## src/rtl/stream_pkg.sv

```systemverilog
// ---------------------------------------------------------------------------
// stream_pkg
//   Shared definitions for the valid/ready stream blocks.
//   - Default parameter values for the stream demultiplexer.
//   - hold_state_t: occupancy of a single-entry output stage.
//   - sat_inc(): saturating increment for counters up to 32 bits wide.
// ---------------------------------------------------------------------------
package stream_pkg;

    localparam int DATA_SIZE_DEF   = 4;
    localparam int SELECT_SIZE_DEF = 2;
    localparam int NUM_PORTS_DEF   = 4;
    localparam int ERR_SIZE_DEF    = 8;

    typedef enum logic {
        EMPTY = 1'b0,
        FULL  = 1'b1
    } hold_state_t;

    // Returns count + 1, clamped at the all-ones value of a counter that is
    // 'width' bits wide. Callers zero-extend their counter to 32 bits and
    // take back the low 'width' bits.
    function automatic logic [31:0] sat_inc(input logic [31:0] count,
                                            input int unsigned width);
        logic [31:0] max_val;
        max_val = (width >= 32) ? '1 : ((32'd1 << width) - 32'd1);
        return (count >= max_val) ? max_val : count + 32'd1;
    endfunction

endpackage

```

## src/rtl/stream_demux.sv

```systemverilog
// ---------------------------------------------------------------------------
// stream_demux
//   Registered 1-to-N valid/ready stream demultiplexer. Each input beat
//   carries its destination in in_port; the beat is captured in a single
//   entry output stage and presented on that port only. A beat that names a
//   port that does not exist is consumed, discarded and counted.
//
// Ports
//   clk        in   rising-edge clock
//   rst_n      in   asynchronous active-low reset
//   in_valid   in   input beat valid
//   in_ready   out  demux can accept a beat this cycle
//   in_data    in   input beat payload       [DATA_SIZE]
//   in_port    in   destination port         [SELECT_SIZE]
//   out_valid  out  per-port valid, one-hot or zero  [NUM_PORTS]
//   out_ready  in   per-port consumer ready         [NUM_PORTS]
//   out_data   out  per-port payload, all carry the held beat
//   err_count  out  saturating count of beats dropped for a bad port
//
// in_ready depends combinationally on out_ready of the held port so that a
// full stage can drain and refill on the same edge (one beat per clock).
// ---------------------------------------------------------------------------
module stream_demux
    import stream_pkg::*;
#(
    parameter int DATA_SIZE   = DATA_SIZE_DEF,
    parameter int SELECT_SIZE = SELECT_SIZE_DEF,
    parameter int NUM_PORTS   = NUM_PORTS_DEF,
    parameter int ERR_SIZE    = ERR_SIZE_DEF
) (
    input  logic                   clk,
    input  logic                   rst_n,
    input  logic                   in_valid,
    output logic                   in_ready,
    input  logic [DATA_SIZE-1:0]   in_data,
    input  logic [SELECT_SIZE-1:0] in_port,
    output logic [NUM_PORTS-1:0]   out_valid,
    input  logic [NUM_PORTS-1:0]   out_ready,
    output logic [DATA_SIZE-1:0]   out_data [NUM_PORTS-1:0],
    output logic [ERR_SIZE-1:0]    err_count
);

    // Elaboration-time parameter sanity.
    if (NUM_PORTS < 1 || NUM_PORTS > (2 ** SELECT_SIZE)) begin : g_bad_ports
        $error("stream_demux: NUM_PORTS must be in 1..2**SELECT_SIZE");
    end
    if (ERR_SIZE < 1 || ERR_SIZE > 32) begin : g_bad_err
        $error("stream_demux: ERR_SIZE must be in 1..32");
    end

    localparam logic [SELECT_SIZE:0] NUM_PORTS_W = (SELECT_SIZE + 1)'(NUM_PORTS);

    hold_state_t            state_q;
    logic [SELECT_SIZE-1:0] held_port_q;
    logic [DATA_SIZE-1:0]   held_data_q;
    logic [ERR_SIZE-1:0]    err_q;
    logic [ERR_SIZE-1:0]    err_d;

    logic        held_valid;
    logic        sel_ready;
    logic        drain;
    logic        port_ok;
    logic        acc;
    logic        acc_valid;
    logic        acc_bad;
    logic [31:0] err_inc_w;

    assign held_valid = (state_q == FULL);

    // Ready of the port currently holding the beat; other ports' ready is
    // deliberately ignored.
    // NOTE: every always_comb output gets a default first so that no path
    // leaves it unassigned and infers a latch.
    always_comb begin
        sel_ready = 1'b0;
        for (int i = 0; i < NUM_PORTS; i++) begin
            if (held_port_q == SELECT_SIZE'(i)) begin
                sel_ready = out_ready[i];
            end
        end
    end

    assign drain     = held_valid & sel_ready;
    assign in_ready  = ~held_valid | drain;
    assign port_ok   = ({1'b0, in_port} < NUM_PORTS_W);
    assign acc       = in_valid & in_ready;
    assign acc_valid = acc & port_ok;
    assign acc_bad   = acc & ~port_ok;

    assign err_inc_w = sat_inc(32'(err_q), ERR_SIZE);
    assign err_d     = acc_bad ? err_inc_w[ERR_SIZE-1:0] : err_q;

    if (ERR_SIZE < 32) begin : g_sat_sink
        // Upper bits of the shared 32-bit helper result are always zero here.
        logic [31-ERR_SIZE:0] sat_unused_w;
        assign sat_unused_w = err_inc_w[31:ERR_SIZE];
    end

    // Output stage. A bad-port beat never loads the held registers, so a
    // drain on the same edge simply empties the stage.
    // NOTE: sequential state uses non-blocking assignments so every register
    // samples the pre-edge values of the others.
    always_ff @(posedge clk or negedge rst_n) begin
        if (!rst_n) begin
            state_q     <= EMPTY;
            held_port_q <= '0;
            held_data_q <= '0;
            err_q       <= '0;
        end else begin
            err_q <= err_d;
            case (state_q)
                EMPTY: begin
                    if (acc_valid) begin
                        state_q     <= FULL;
                        held_port_q <= in_port;
                        held_data_q <= in_data;
                    end
                end
                FULL: begin
                    if (acc_valid) begin
                        // acc_valid implies drain here: back-to-back refill.
                        held_port_q <= in_port;
                        held_data_q <= in_data;
                    end else if (drain) begin
                        state_q <= EMPTY;
                    end
                end
                default: state_q <= EMPTY;
            endcase
        end
    end

    always_comb begin
        for (int i = 0; i < NUM_PORTS; i++) begin
            out_valid[i] = held_valid & (held_port_q == SELECT_SIZE'(i));
            out_data[i]  = held_data_q;
        end
    end

    assign err_count = err_q;

endmodule

```

## config.mk

```make
export PLATFORM = sky130hd
export DESIGN_NAME = stream_demux
export DESIGN_NICKNAME = d
export VERILOG_FILES = /design/src/rtl/stream_pkg.sv /design/src/rtl/stream_demux.sv
export SDC_FILE = /design/constraint.sdc
export NUM_CORES = 1
export LEC_CHECK = 0
export BUFFER_PORTS_ARGS = -buffer_cell sky130_fd_sc_hd__buf_2
export CORE_AREA = 10 10 47 49
export CTS_BUF_LIST = sky130_fd_sc_hd__clkbuf_2
export CTS_CLUSTER_SIZE = 24
export DETAILED_ROUTE_END_ITERATION = 10
export DIE_AREA = 0 0 57 59
export GPL_ROUTABILITY_DRIVEN = 0
export PLACE_DENSITY = 0.79
export SYNTH_ARGS = -nofsm -noshare
export SYNTH_HDL_FRONTEND = slang
export SYNTH_SLANG_ARGS = --single-unit
```

## constraint.sdc

```tcl
create_clock -name clk -period 2.9 [get_ports clk]
set_input_delay 0.58 -clock clk [delete_from_list [all_inputs] [get_ports clk]]
set_output_delay 0.58 -clock clk [all_outputs]
set_load 0.01 [all_outputs]
```

* After elaboration in Yosys (flattened, before gate mapping)
Index checks and enable logic that the tools add are counted.
** Word-level totals
- Bits in registers :: 7
- Bits in latches :: 0
- RAM bits :: 0
- Bits in read-only memories :: 0
- Input bits :: 13
- Output and inout port bits :: 29
- Word-level logic and storage cells :: 25
- Memories kept :: 0
** Cells by class
- Add/sub/neg operators :: 0
- Multipliers :: 0
- Divide/modulo/power cells :: 0
- $lt $le $gt $ge :: 0
- Equal/unequal tests :: 3
- Shift-type cells :: 0
- Multiplexer cells :: 10
- Bitwise operators :: 8
- Reduce and logical (&&, ||, !) cells :: 1
** Operators with widths (number)
- two-way mux 1 bit :: 7
- bitwise AND 1 bit :: 6
- == test 2 bit (second input constant) :: 2
- two-way mux 4 bit :: 1
- == test 2 x 1 -> 1 bit (second input constant) :: 1
- zero test 2 bit :: 1
- two-way mux 2 bit :: 1
- case mux 1 bit (2 select lines) :: 1
- inverter 1 bit :: 1
- bitwise OR 1 bit :: 1

* Depth between registers and ports, before layout
Gate-level depths: netlist (run 1).
- Depth after elaboration :: 10
- Gate-level depth with buffers :: 3
- Mapped depth without buffers :: 3

* Worst setup path before layout (run 1)
No wires, ideal clock.
- Kind :: in2out
- Start point :: input out_ready[0]
- End point :: output in_ready
- Data arrival time :: 1109 ps
- Required time :: 2320 ps
- Setup slack :: 1211 ps
- Stages on the path :: 2
- Buffers on the path :: 0
- Path through :: mux2_4 > o22a_2
** Between the ends
- Longest elaborated chain between the ends :: 6
** RTL lines
- start, declared :: line stream_demux.sv:38 : input logic [NUM_PORTS-1:0] out_ready,
- two-way mux 1 bit (4 in series) :: line stream_demux.sv:77 : if (held_port_q == SELECT_SIZE'(i)) begin
- bitwise AND 1 bit :: line stream_demux.sv:83 : assign drain = held_valid & sel_ready;
- bitwise OR 1 bit :: line stream_demux.sv:84 : assign in_ready = ~held_valid | drain;
- end, declared :: line stream_demux.sv:34 : output logic in_ready,
Every way passes these cells.

* Final worst setup path (run 1)
- Start point :: register held_port_q[0]
- End point :: output in_ready
** Between the ends
- Longest elaborated chain between the ends :: 7
- Elaborated cells between the ends (all ways) :: 10
- Those cells by class :: eq/ne: 3; mux: 4; bitwise: 2; reduce/logical: 1
** RTL lines
- start, declared :: line stream_demux.sv:54 : logic [SELECT_SIZE-1:0] held_port_q;
- start signal, assigned :: line stream_demux.sv:115 : held_port_q <= in_port;
- start signal, assigned :: line stream_demux.sv:122 : held_port_q <= in_port;
- zero test 2 bit :: line stream_demux.sv:77
- two-way mux 1 bit (3 in series) :: line stream_demux.sv:77
- two-way mux 1 bit (*) :: line stream_demux.sv:77
- bitwise AND 1 bit (*) :: line stream_demux.sv:83
- bitwise OR 1 bit (*) :: line stream_demux.sv:84
Mark *: on every way between the ends. The rest lies on a longest branch, timed or not.

==> impl_metrics.env, run 1 <==
export IMPL_row_count=14
export IMPL_finalSetupViolCount=0
export IMPL_netlist_top_cell_by_area="sky130_fd_sc_hd__dfrtp_1"
export IMPL_root_buffer="sky130_fd_sc_hd__clkbuf_2"
export IMPL_route_met2_wl_um=570
export IMPL_postCtsSetupBuffers=0
export IMPL_detail_route_wl_per_cell_um=13.3
export IMPL_yosys_warnings=0
export IMPL_layout_worst_path_cycle_share_pct=69.3
export IMPL_post_cts_resized_instances=0
export IMPL_synth_avg_cell_area_um2=10.6
export IMPL_n_antenna_cell=0
export IMPL_final_layout_size_suffix_gt1_share_pct=63.9
export IMPL_regArea_um2=175
export IMPL_path_clk_slew_ns=0.07
export IMPL_grt_usage_pct=6.58
export IMPL_fin_worst_skew_ns=0.00328
export IMPL_final_hold_worst_slack_ns=0.160
export IMPL_timing_final_crit_period_ns=2.01
export IMPL_number_of_global_route_vias_before_repair=400
export IMPL_slew_viol_final=0
export IMPL_fp_coreArea_um2=1400
export IMPL_hold_path_class="primary input to async pin"
export IMPL_viasPerCell=4.26
export IMPL_fill_cells=147
export IMPL_final_net_count=86
export IMPL_die_h_um=59
export IMPL_synth_top_cell_area_share_pct=34.4
export IMPL_timing_setup_critical_path_class="flip-flop to primary output"
export IMPL_initial_core_util_pct=36.3
export IMPL_final_hold_viol_count=0
export IMPL_leakage_power_nw=0.327
export IMPL_synth_area_um2=509
export IMPL_crit_path_max_fanout=6
export IMPL_violation_count_after_the_first_detailed_route_iteration=5
export IMPL_timing_fmax_mhz=497
export IMPL_vias=375
export IMPL_grt_start_max_net_pins=8
export IMPL_grt_overflow_total=0
export IMPL_cts_buffers=3
export IMPL_status="completed"
export IMPL_ant_nets=0
export IMPL_max_clock_path_buffers=2
export IMPL_detail_route_first_pass_iterations=2
export IMPL_power_density_nw_per_um2=915
export IMPL_grt_first_pass_wirelength_um=1770
export IMPL_dpl_hpwl_um=1020
export IMPL_setup_repair_after_global_routing_missed_its_margin="false"
export IMPL_worst_r2r_cell_count=3
export IMPL_fp_dieW_um=57
export IMPL_synthCells=48
export IMPL_fp_dieArea_um2=3360
export IMPL_post_synth_num_cell_types=13
export IMPL_area_delta_synth_final_pct=16.0
export IMPL_totalPowerFinal_uw=540
export IMPL_timing_max_cap_violations=0
export IMPL_clkLatencyLatePin_ns=0.23
export IMPL_synth_top_cells_by_area="sky130_fd_sc_hd__dfrtp_1 34%, sky130_fd_sc_hd__buf_4 29%, sky130_fd_sc_hd__mux2_2 11%"
export IMPL_vdd_ir_drop_max_uv=444
export IMPL_ys_seq_elements=7
export IMPL_setup_tns_ns=0
export IMPL_finalWirelength_um=1170
export IMPL_clkSinkCount=7
export IMPL_cts_tree="built"
export IMPL_io_buffer_count=33
export IMPL_ys_seq_area_share_pct=34.4
export IMPL_floorplan_io_pins=42
export IMPL_category_of_the_worst_setup_path_capture_point="primary output"
export IMPL_total_number_of_h_tree_levels=1
export IMPL_met3RoutedLength_um=202
export IMPL_post_cts_hold_buffer_count=0
export IMPL_timing_critical_path_from_type="flip-flop"
export IMPL_worst_endpoint_required_ns=2.32
export IMPL_initial_antenna_violation_count=0
export IMPL_multiInputGateArea_um2=206
export IMPL_wl_met1_um=392
export IMPL_drt_drc_violations_left=0
export IMPL_top_layer="met4"
export IMPL_arrival_ns=1.43
[logic make-up (layout without fill, tap and decap cells)]
logic type | after synthesis | count (layout) | share of synthesized area, %
AO/OA/AOI/OAI | 4 | 4 | 10.1
multiplexers | 7 | 7 | 17.0
AND/OR/NAND/NOR | 8 | 8 | 7.62
buffers and inverters | 21 | 38 | 30.2
flip-flops | 7 | 7 | 34.4
other | 1 | 8 | 0.736
[synth_stat cells]
| cell type | number |
|---|---|
| sky130_fd_sc_hd__buf_4 | 20 |
| sky130_fd_sc_hd__conb_1 | 1 |
| sky130_fd_sc_hd__dfrtp_1 | 7 |
| sky130_fd_sc_hd__inv_1 | 1 |
| sky130_fd_sc_hd__mux2_2 | 5 |
| sky130_fd_sc_hd__mux2_4 | 2 |
| sky130_fd_sc_hd__nand2_1 | 1 |
| sky130_fd_sc_hd__nand2b_1 | 2 |
| sky130_fd_sc_hd__nor2_1 | 4 |
| sky130_fd_sc_hd__o211ai_1 | 2 |
| sky130_fd_sc_hd__o221ai_4 | 1 |
| sky130_fd_sc_hd__o22a_2 | 1 |
| sky130_fd_sc_hd__or2b_1 | 1 |
[metrics by stage]
step / worst slack [ns] / util (%) / instance area (um^2) / cells
finish: 0.889 / 42.1 / 591 / 88
global route: 0.819 / 42.1 / 591 / 88
CTS: 0.858 / 42.1 / 591 / 88
detailed placement: 0.984 / 40.7 / 571 / 84
global placement: 0.999 / 40.7 / 571 / 84
floorplan: 1.21 / - / 536 / 55
[worst paths after layout]
path | start | endpoint | slack (ns)
max | held_port_q[0]$_DFFE_PN0P_ | in_ready | 0.89
min | rst_n | held_port_q[0]$_DFFE_PN0P_ | 0.16
max reg2reg | held_port_q[0]$_DFFE_PN0P_ | held_data_q[2]$_DFFE_PN0P_ | 1.34
min reg2reg | held_port_q[1]$_DFFE_PN0P_ | held_port_q[1]$_DFFE_PN0P_ | 0.54
max in group asynchronous | rst_n | held_data_q[2]$_DFFE_PN0P_ | 2.59
min in group clk | held_port_q[1]$_DFFE_PN0P_ | held_port_q[1]$_DFFE_PN0P_ | 0.54
[state kept, by name (all words and copies together) (netlist names)]
signal	flops
held_data_q	4
held_port_q	2
held_valid	1
[worst max-delay path, cell delays in order, from the launching register on]
cell and delay (ns):
sky130_fd_sc_hd__dfrtp_1 0.47, sky130_fd_sc_hd__mux2_4 0.35, sky130_fd_sc_hd__o22a_2 0.23, sky130_fd_sc_hd__buf_2 0.14
[power breakdown]
group,internal [mW],switching (mW),leakage [nW]
Combinational,0.138,0.158,0.230
Clock,0.0367,0.0367,0.0166
Sequential,0.133,0.0379,0.0807
[cells in the final DEF (no fill, tap or decap), drive strengths merged]
cell,netlist,layout
nand2,1,1
o221ai,1,1
nand2b,2,2
o22a,1,1
nor2,4,4
conb,1,8
or2b,1,1
clkbuf,0,4
mux2,7,7
buf,20,33
dfrtp,7,7
o211ai,2,2
inv,1,1
[final cells by class]
| class | count | area share [%] |
|---|---|---|
| flip-flops and latches | 7 | 29.7 |
| repair buffers | 33 | 28.0 |
| well taps | 16 | 3.39 |
| inverters | 1 | 0.636 |
| multi-input cells | 27 | 35.0 |
| clock buffers | 4 | 3.39 |
[layer usage]
layer / track usage, % / up-vias
li1: - / 177
met1: 5.59 / 170
met2: 10.7 / 26
met3: 6.44 / 2
met4: 2.01 / 0
met5: 0 / -
Power figures use the tool's default switching activity.
==> inputs of run 2 (changes only) <==
--- a/config.mk
+++ b/config.mk
@@ -6,13 +6,13 @@
 export NUM_CORES = 1
 export LEC_CHECK = 0
 export BUFFER_PORTS_ARGS = -buffer_cell sky130_fd_sc_hd__buf_2
-export CORE_AREA = 10 10 47 49
+export CORE_MARGIN = 10
+export CORE_UTILIZATION = 39
 export CTS_BUF_LIST = sky130_fd_sc_hd__clkbuf_2
 export CTS_CLUSTER_SIZE = 24
 export DETAILED_ROUTE_END_ITERATION = 10
-export DIE_AREA = 0 0 57 59
 export GPL_ROUTABILITY_DRIVEN = 0
-export PLACE_DENSITY = 0.79
+export PLACE_DENSITY = 0.81
 export SYNTH_ARGS = -nofsm -noshare
 export SYNTH_HDL_FRONTEND = slang
 export SYNTH_SLANG_ARGS = --single-unit
==> constraint.sdc (replaced) <==
create_clock -name clk -period 1.9 [get_ports clk]
set_input_delay 0.38 -clock clk [delete_from_list [all_inputs] [get_ports clk]]
set_output_delay 0.38 -clock clk [all_outputs]
set_load 0.01 [all_outputs]
==> impl_metrics.env, run 2 (same netlist as run 1, synthesis figures left out) <==
export IMPL_crit_path_max_fanout=6
export IMPL_cts_buffers=3
export IMPL_sequential_cell_fraction_of_total_power_pct=30.9
export IMPL_power_share_clock_pct=13.6
export IMPL_timing_rr_start="held_port_q[0]$_DFFE_PN0P_"
export IMPL_grt_usage_pct=7.78
export IMPL_clkSinkCount=7
export IMPL_row_count=12
export IMPL_category_of_the_worst_setup_path_capture_point="primary output"
export IMPL_timing_hold_worst_path_depth=2
export IMPL_setup_tns_ns=0
export IMPL_grt_overflow_total=0
export IMPL_initial_core_util_pct=43.5
export IMPL_cpMaxStageDelayCell="sky130_fd_sc_hd__dfrtp_1"
export IMPL_grt_first_pass_wirelength_um=1990
export IMPL_worst_endpoint_required_ns=1.52
export IMPL_detail_route_wl_per_cell_um=14.0
export IMPL_timing_critical_path_from_type="flip-flop"
export IMPL_max_ffs_per_register=4
export IMPL_post_dp_cell_area_um2=568
export IMPL_clkLatencyLatePin_ns=0.23
export IMPL_final_hold_viol_count=0
export IMPL_fin_worst_skew_ns=0.00289
export IMPL_n_antenna_cell=0
export IMPL_max_flop_register="held_data_q"
export IMPL_hold_path_class="primary input to flip-flop"
export IMPL_reg2reg_slack_ns=0.33
export IMPL_total_switching_power_uw=356
export IMPL_die_h_um=56.1
export IMPL_timing_setup_critical_path_class="flip-flop to primary output"
export IMPL_slew_viol_final=0
export IMPL_cpPeakStageDelay_ns=0.47
export IMPL_violation_count_after_the_first_detailed_route_iteration=8
export IMPL_totalPowerFinal_uw=828
export IMPL_root_buffer="sky130_fd_sc_hd__clkbuf_2"
export IMPL_detail_route_first_pass_iterations=4
export IMPL_grt_start_max_net_pins=8
export IMPL_critical_path_reg2reg_endpoint="held_data_q[1]$_DFFE_PN0P_"
export IMPL_timing_fmax_mhz=557
export IMPL_io_buffer_count=33
export IMPL_int_pwr_uw=472
export IMPL_area_delta_synth_final_pct=17.4
export IMPL_vias=386
export IMPL_fp_dieArea_um2=3150
export IMPL_detailedPlace_worstSlack_ns=0.344
export IMPL_viasPerCell=4.44
export IMPL_path_clk_slew_ns=0.08
export IMPL_mostFrequentLayoutCell="sky130_fd_sc_hd__buf_2"
export IMPL_fill_cells=112
export IMPL_power_density_nw_per_um2=1380
export IMPL_leading_cell_types_in_the_layout_fill_and_taps_excluded="33 x sky130_fd_sc_hd__buf_2, 8 x sky130_fd_sc_hd__conb_1, 7 x sky130_fd_sc_hd__dfrtp_1"
export IMPL_worst_r2r_cell_count=3
export IMPL_setup_repair_after_global_routing_missed_its_margin="false"
export IMPL_critical_path_cell_chain="mux2_4, o22a_2, buf_2"
export IMPL_worst_hold_path_endpoint="held_data_q[2]$_DFFE_PN0P_"
export IMPL_drt_drc_violations_left=0
export IMPL_vdd_ir_drop_max_uv=512
export IMPL_hold_path_startpoint="in_data[2]"
export IMPL_final_layout_size_suffix_gt1_share_pct=63.0
export IMPL_fp_dieW_um=56.1
export IMPL_final_critical_path_setup_slack_ns=0.105
export IMPL_status="completed"
export IMPL_timing_final_crit_period_ns=1.79
export IMPL_fp_coreArea_um2=1170
export IMPL_total_number_of_h_tree_levels=1
export IMPL_final_net_count=87
export IMPL_layout_worst_path_cycle_share_pct=94.5
export IMPL_initial_antenna_violation_count=0
export IMPL_p_sw_share_pct=43.0
export IMPL_p_comb_share_pct=55.5
export IMPL_arrival_ns=1.41
export IMPL_max_clock_path_buffers=2
export IMPL_floorplan_io_pins=42
export IMPL_ant_nets=0
export IMPL_finish_instance_area_um2=598
export IMPL_finalWirelength_um=1220
export IMPL_timing_max_cap_violations=0
export IMPL_leakage_power_nw=0.331
export IMPL_finalSetupViolCount=0
export IMPL_cts_tree="built"
export IMPL_number_of_global_route_vias_before_repair=415
==> run 2: changes by cell type in the layout (fill, tap and decap cells not counted), sizes merged <==
cell         previous run  this run
dlygate4sd3             0         1
==> run 2: repair_timing <==
action	in CTS	in global routing
endpoints found under the setup margin	0	0
endpoints found under the hold margin	7	0
resized for setup	0	0
setup buffers	0	0
hold buffers	1	0
==> run 2: final cells by class <==
class / instances / area, um^2 / share of cell area [%]
Inverter: 1 / 3.75 / 0.628
Multi-Input combinational cell: 27 / 206 / 34.5
Clock buffer: 4 / 20.0 / 3.35
Sequential cell: 7 / 175 / 29.3
Tap cell: 14 / 17.5 / 2.93
Timing Repair Buffer: 34 / 175 / 29.3
==> run 2: critical path: cells and delay by family, from the launching register on <==
| family | cells | cell delay (ns) |
|---|---|---|
| DFF | 1 | 0.47 |
| AOI/OAI and AO/OA | 1 | 0.23 |
| buffers and inverters | 1 | 0.14 |
| muxes | 1 | 0.35 |
==> run 2: worst max path at each step <==
stage,depth (start not counted),from,slack (ns),end
floorplan,3,held_port_q[0]$_DFFE_PN0P_,0.45,held_data_q[0]$_DFFE_PN0P_
global placement,3,held_port_q[0]$_DFFE_PN0P_,0.37,held_data_q[1]$_DFFE_PN0P_
detailed placement,3,held_port_q[0]$_DFFE_PN0P_,0.34,held_data_q[0]$_DFFE_PN0P_
CTS,3,held_port_q[0]$_DFFE_PN0P_,0.1,in_ready
global route,3,held_port_q[0]$_DFFE_PN0P_,0.04,in_ready
finish,3,held_port_q[0]$_DFFE_PN0P_,0.11,in_ready
==> run 2: layer usage <==
layer  track usage (%)  wire, um
met2              13.4       602
met1              6.85       445
met3              3.42       148
met5                 0         0
met4              6.14        19
==> run 2: power groups by stage <==
stage,Clock (mW),Combinational [mW],Sequential [mW]
after floorplan,0,0.387,0.274
after global placement,0,0.464,0.253
after detailed placement,0,0.469,0.260
after CTS,0.118,0.471,0.257
after global routing,0.129,0.504,0.269
final,0.113,0.460,0.256
==> run 2: metrics by stage <==
stage               util (%)  cells  hold WS (ns)
finish                  51.1     87         0.375
global route            51.1     87         0.361
CTS                     51.1     87         0.364
detailed placement      48.5     82         0.224
global placement        48.5     82         0.218
floorplan                  -     55        0.0844
==> inputs of run 3 (changes only) <==
--- a/config.mk
+++ b/config.mk
@@ -6,13 +6,15 @@
 export NUM_CORES = 1
 export LEC_CHECK = 0
 export BUFFER_PORTS_ARGS = -buffer_cell sky130_fd_sc_hd__buf_2
-export CORE_MARGIN = 10
-export CORE_UTILIZATION = 39
+export CAP_MARGIN = 40
+export CORE_AREA = 10 10 47 49
 export CTS_BUF_LIST = sky130_fd_sc_hd__clkbuf_2
 export CTS_CLUSTER_SIZE = 24
 export DETAILED_ROUTE_END_ITERATION = 10
+export DIE_AREA = 0 0 57 59
 export GPL_ROUTABILITY_DRIVEN = 0
-export PLACE_DENSITY = 0.81
+export PLACE_DENSITY = 0.79
+export REMOVE_ABC_BUFFERS = 1
 export SYNTH_ARGS = -nofsm -noshare
 export SYNTH_HDL_FRONTEND = slang
 export SYNTH_SLANG_ARGS = --single-unit
==> constraint.sdc (replaced) <==
create_clock -name clk -period 2.25 [get_ports clk]
set_input_delay 0.45 -clock clk [delete_from_list [all_inputs] [get_ports clk]]
set_output_delay 0.45 -clock clk [all_outputs]
set_load 0.01 [all_outputs]
==> impl_metrics.env, run 3 (same netlist as run 1, synthesis figures left out) <==
export IMPL_vdd_ir_drop_max_uv=490
export IMPL_final_layout_size_suffix_gt1_share_pct=63.9
export IMPL_fill_cells=145
export IMPL_max_flop_register="held_data_q"
export IMPL_number_of_global_route_vias_before_repair=432
export IMPL_n_antenna_cell=0
export IMPL_critical_path_cell_chain="mux2_4, o22a_2, buf_2"
export IMPL_int_pwr_uw=397
export IMPL_postCtsSetupBuffers=0
export IMPL_area_delta_synth_final_pct=16.0
export IMPL_row_count=14
export IMPL_critical_path_buf_inv_count=1
export IMPL_max_clock_path_buffers=2
export IMPL_cpPeakStageDelay_ns=0.46
export IMPL_power_share_clock_pct=13.1
export IMPL_setup_tns_ns=0
export IMPL_finalWirelength_um=1110
export IMPL_p_sw_share_pct=42.6
export IMPL_final_hold_worst_slack_ns=0.0450
export IMPL_die_h_um=59
export IMPL_mostFrequentLayoutCell="sky130_fd_sc_hd__buf_2"
export IMPL_fp_coreArea_um2=1400
export IMPL_total_switching_power_uw=294
export IMPL_grt_first_pass_wirelength_um=1750
export IMPL_fp_dieArea_um2=3360
export IMPL_timing_setup_critical_path_class="flip-flop to primary output"
export IMPL_root_buffer="sky130_fd_sc_hd__clkbuf_2"
export IMPL_finalSetupViolCount=0
export IMPL_crit_path_max_fanout=6
export IMPL_violation_count_after_the_first_detailed_route_iteration=2
export IMPL_timing_fmax_mhz=540
export IMPL_viasPerCell=4.22
export IMPL_worst_endpoint_required_ns=1.80
export IMPL_sequential_cell_fraction_of_total_power_pct=31.7
export IMPL_fp_dieW_um=57
export IMPL_clkLatencyLatePin_ns=0.22
export IMPL_slew_viol_final=0
export IMPL_category_of_the_worst_setup_path_capture_point="primary output"
export IMPL_timing_final_crit_period_ns=1.85
export IMPL_io_buffer_count=33
export IMPL_grt_overflow_total=0
export IMPL_cpMaxStageDelayCell="sky130_fd_sc_hd__dfrtp_1"
export IMPL_final_hold_viol_count=0
export IMPL_max_ffs_per_register=4
export IMPL_initial_antenna_violation_count=0
export IMPL_clkSinkCount=7
export IMPL_dpl_hpwl_um=986
export IMPL_initial_core_util_pct=36.3
export IMPL_fin_worst_skew_ns=0.00167
export IMPL_detail_route_first_pass_iterations=3
export IMPL_floorplan_io_pins=42
export IMPL_cts_buffers=3
export IMPL_hold_path_class="primary input to async pin"
export IMPL_layout_worst_path_cycle_share_pct=82.2
export IMPL_p_comb_share_pct=55.2
export IMPL_drt_drc_violations_left=0
export IMPL_ant_nets=0
export IMPL_leading_cell_types_in_the_layout_fill_and_taps_excluded="33 x sky130_fd_sc_hd__buf_2, 8 x sky130_fd_sc_hd__conb_1, 7 x sky130_fd_sc_hd__dfrtp_1"
export IMPL_timing_critical_path_from_type="flip-flop"
export IMPL_total_number_of_h_tree_levels=1
export IMPL_post_cts_resized_instances=0
export IMPL_arrival_ns=1.40
export IMPL_status="completed"
export IMPL_timing_max_cap_violations=0
export IMPL_leakage_power_nw=0.327
export IMPL_vias=371
export IMPL_critical_path_top_delay_family="flip-flops"
export IMPL_power_density_nw_per_um2=1170
export IMPL_grt_start_max_net_pins=8
export IMPL_setup_repair_after_global_routing_missed_its_margin="false"
export IMPL_grt_usage_pct=6.45
export IMPL_post_cts_hold_buffer_count=0
export IMPL_final_net_count=86
export IMPL_cts_tree="built"
export IMPL_path_clk_slew_ns=0.07
export IMPL_detail_route_wl_per_cell_um=12.6
-- run 3: changes by cell type in the layout (fill, tap and decap cells not counted), sizes merged --
cell         change
dlygate4sd3      -1
-- run 3: layer usage --
layer / vias up / global-route usage, % / share of wire [%]
met5: - / 0 / 0
met4: 0 / 4.03 / 0
met3: 0 / 4.94 / 15
met2: 34 / 7.91 / 37
met1: 160 / 7.55 / 47
li1: 177 / - / -
-- run 3: layout make-up --
| class | instances | area, um^2 | area share [%] |
|---|---|---|---|
| tap | 16 | 20.0 | 3.39 |
| multi-input combinational | 27 | 206 | 35.0 |
| timing repair buffer | 33 | 165 | 28.0 |
| sequential | 7 | 175 | 29.7 |
| clock buffer | 4 | 20.0 | 3.39 |
| inverter | 1 | 3.75 | 0.636 |
-- run 3: through the flow --
step	total power, mW	util (%)	instance area (um^2)	instances	setup WS [ns]
2_1_floorplan	0.433	-	385	35	0.796
3_3_place_gp	0.606	40.7	571	84	0.592
3_5_place_dp	0.611	40.7	571	84	0.597
4_1_cts	0.708	42.1	591	88	0.385
5_1_grt	0.756	42.1	591	88	0.310
6_report	0.691	42.1	591	88	0.400
-- run 3: final timing paths --
check / slack, ns / cells past startpoint / end / start
hold reg to reg: 0.54 / 2 / held_port_q[1]$_DFFE_PN0P_ / held_port_q[1]$_DFFE_PN0P_
setup reg to reg: 0.71 / 3 / held_data_q[3]$_DFFE_PN0P_ / held_port_q[0]$_DFFE_PN0P_
min in group clk: 0.46 / 2 / held_data_q[2]$_DFFE_PN0P_ / in_data[2]
setup / recovery: 0.40 / 3 / in_ready / held_port_q[0]$_DFFE_PN0P_
hold / removal: 0.04 / 1 / held_port_q[1]$_DFFE_PN0P_ / rst_n
max in group asynchronous: 2.05 / 1 / held_valid$_DFF_PN0_ / rst_n
-- run 3: power groups by stage --
stage               clock, mW  sequential [mW]  combinational (mW)
floorplan                   0            0.279               0.154
global placement            0            0.218               0.388
detailed placement          0            0.222               0.390
CTS                    0.0962            0.220               0.391
global route            0.109            0.230               0.417
finish                 0.0902            0.219               0.381
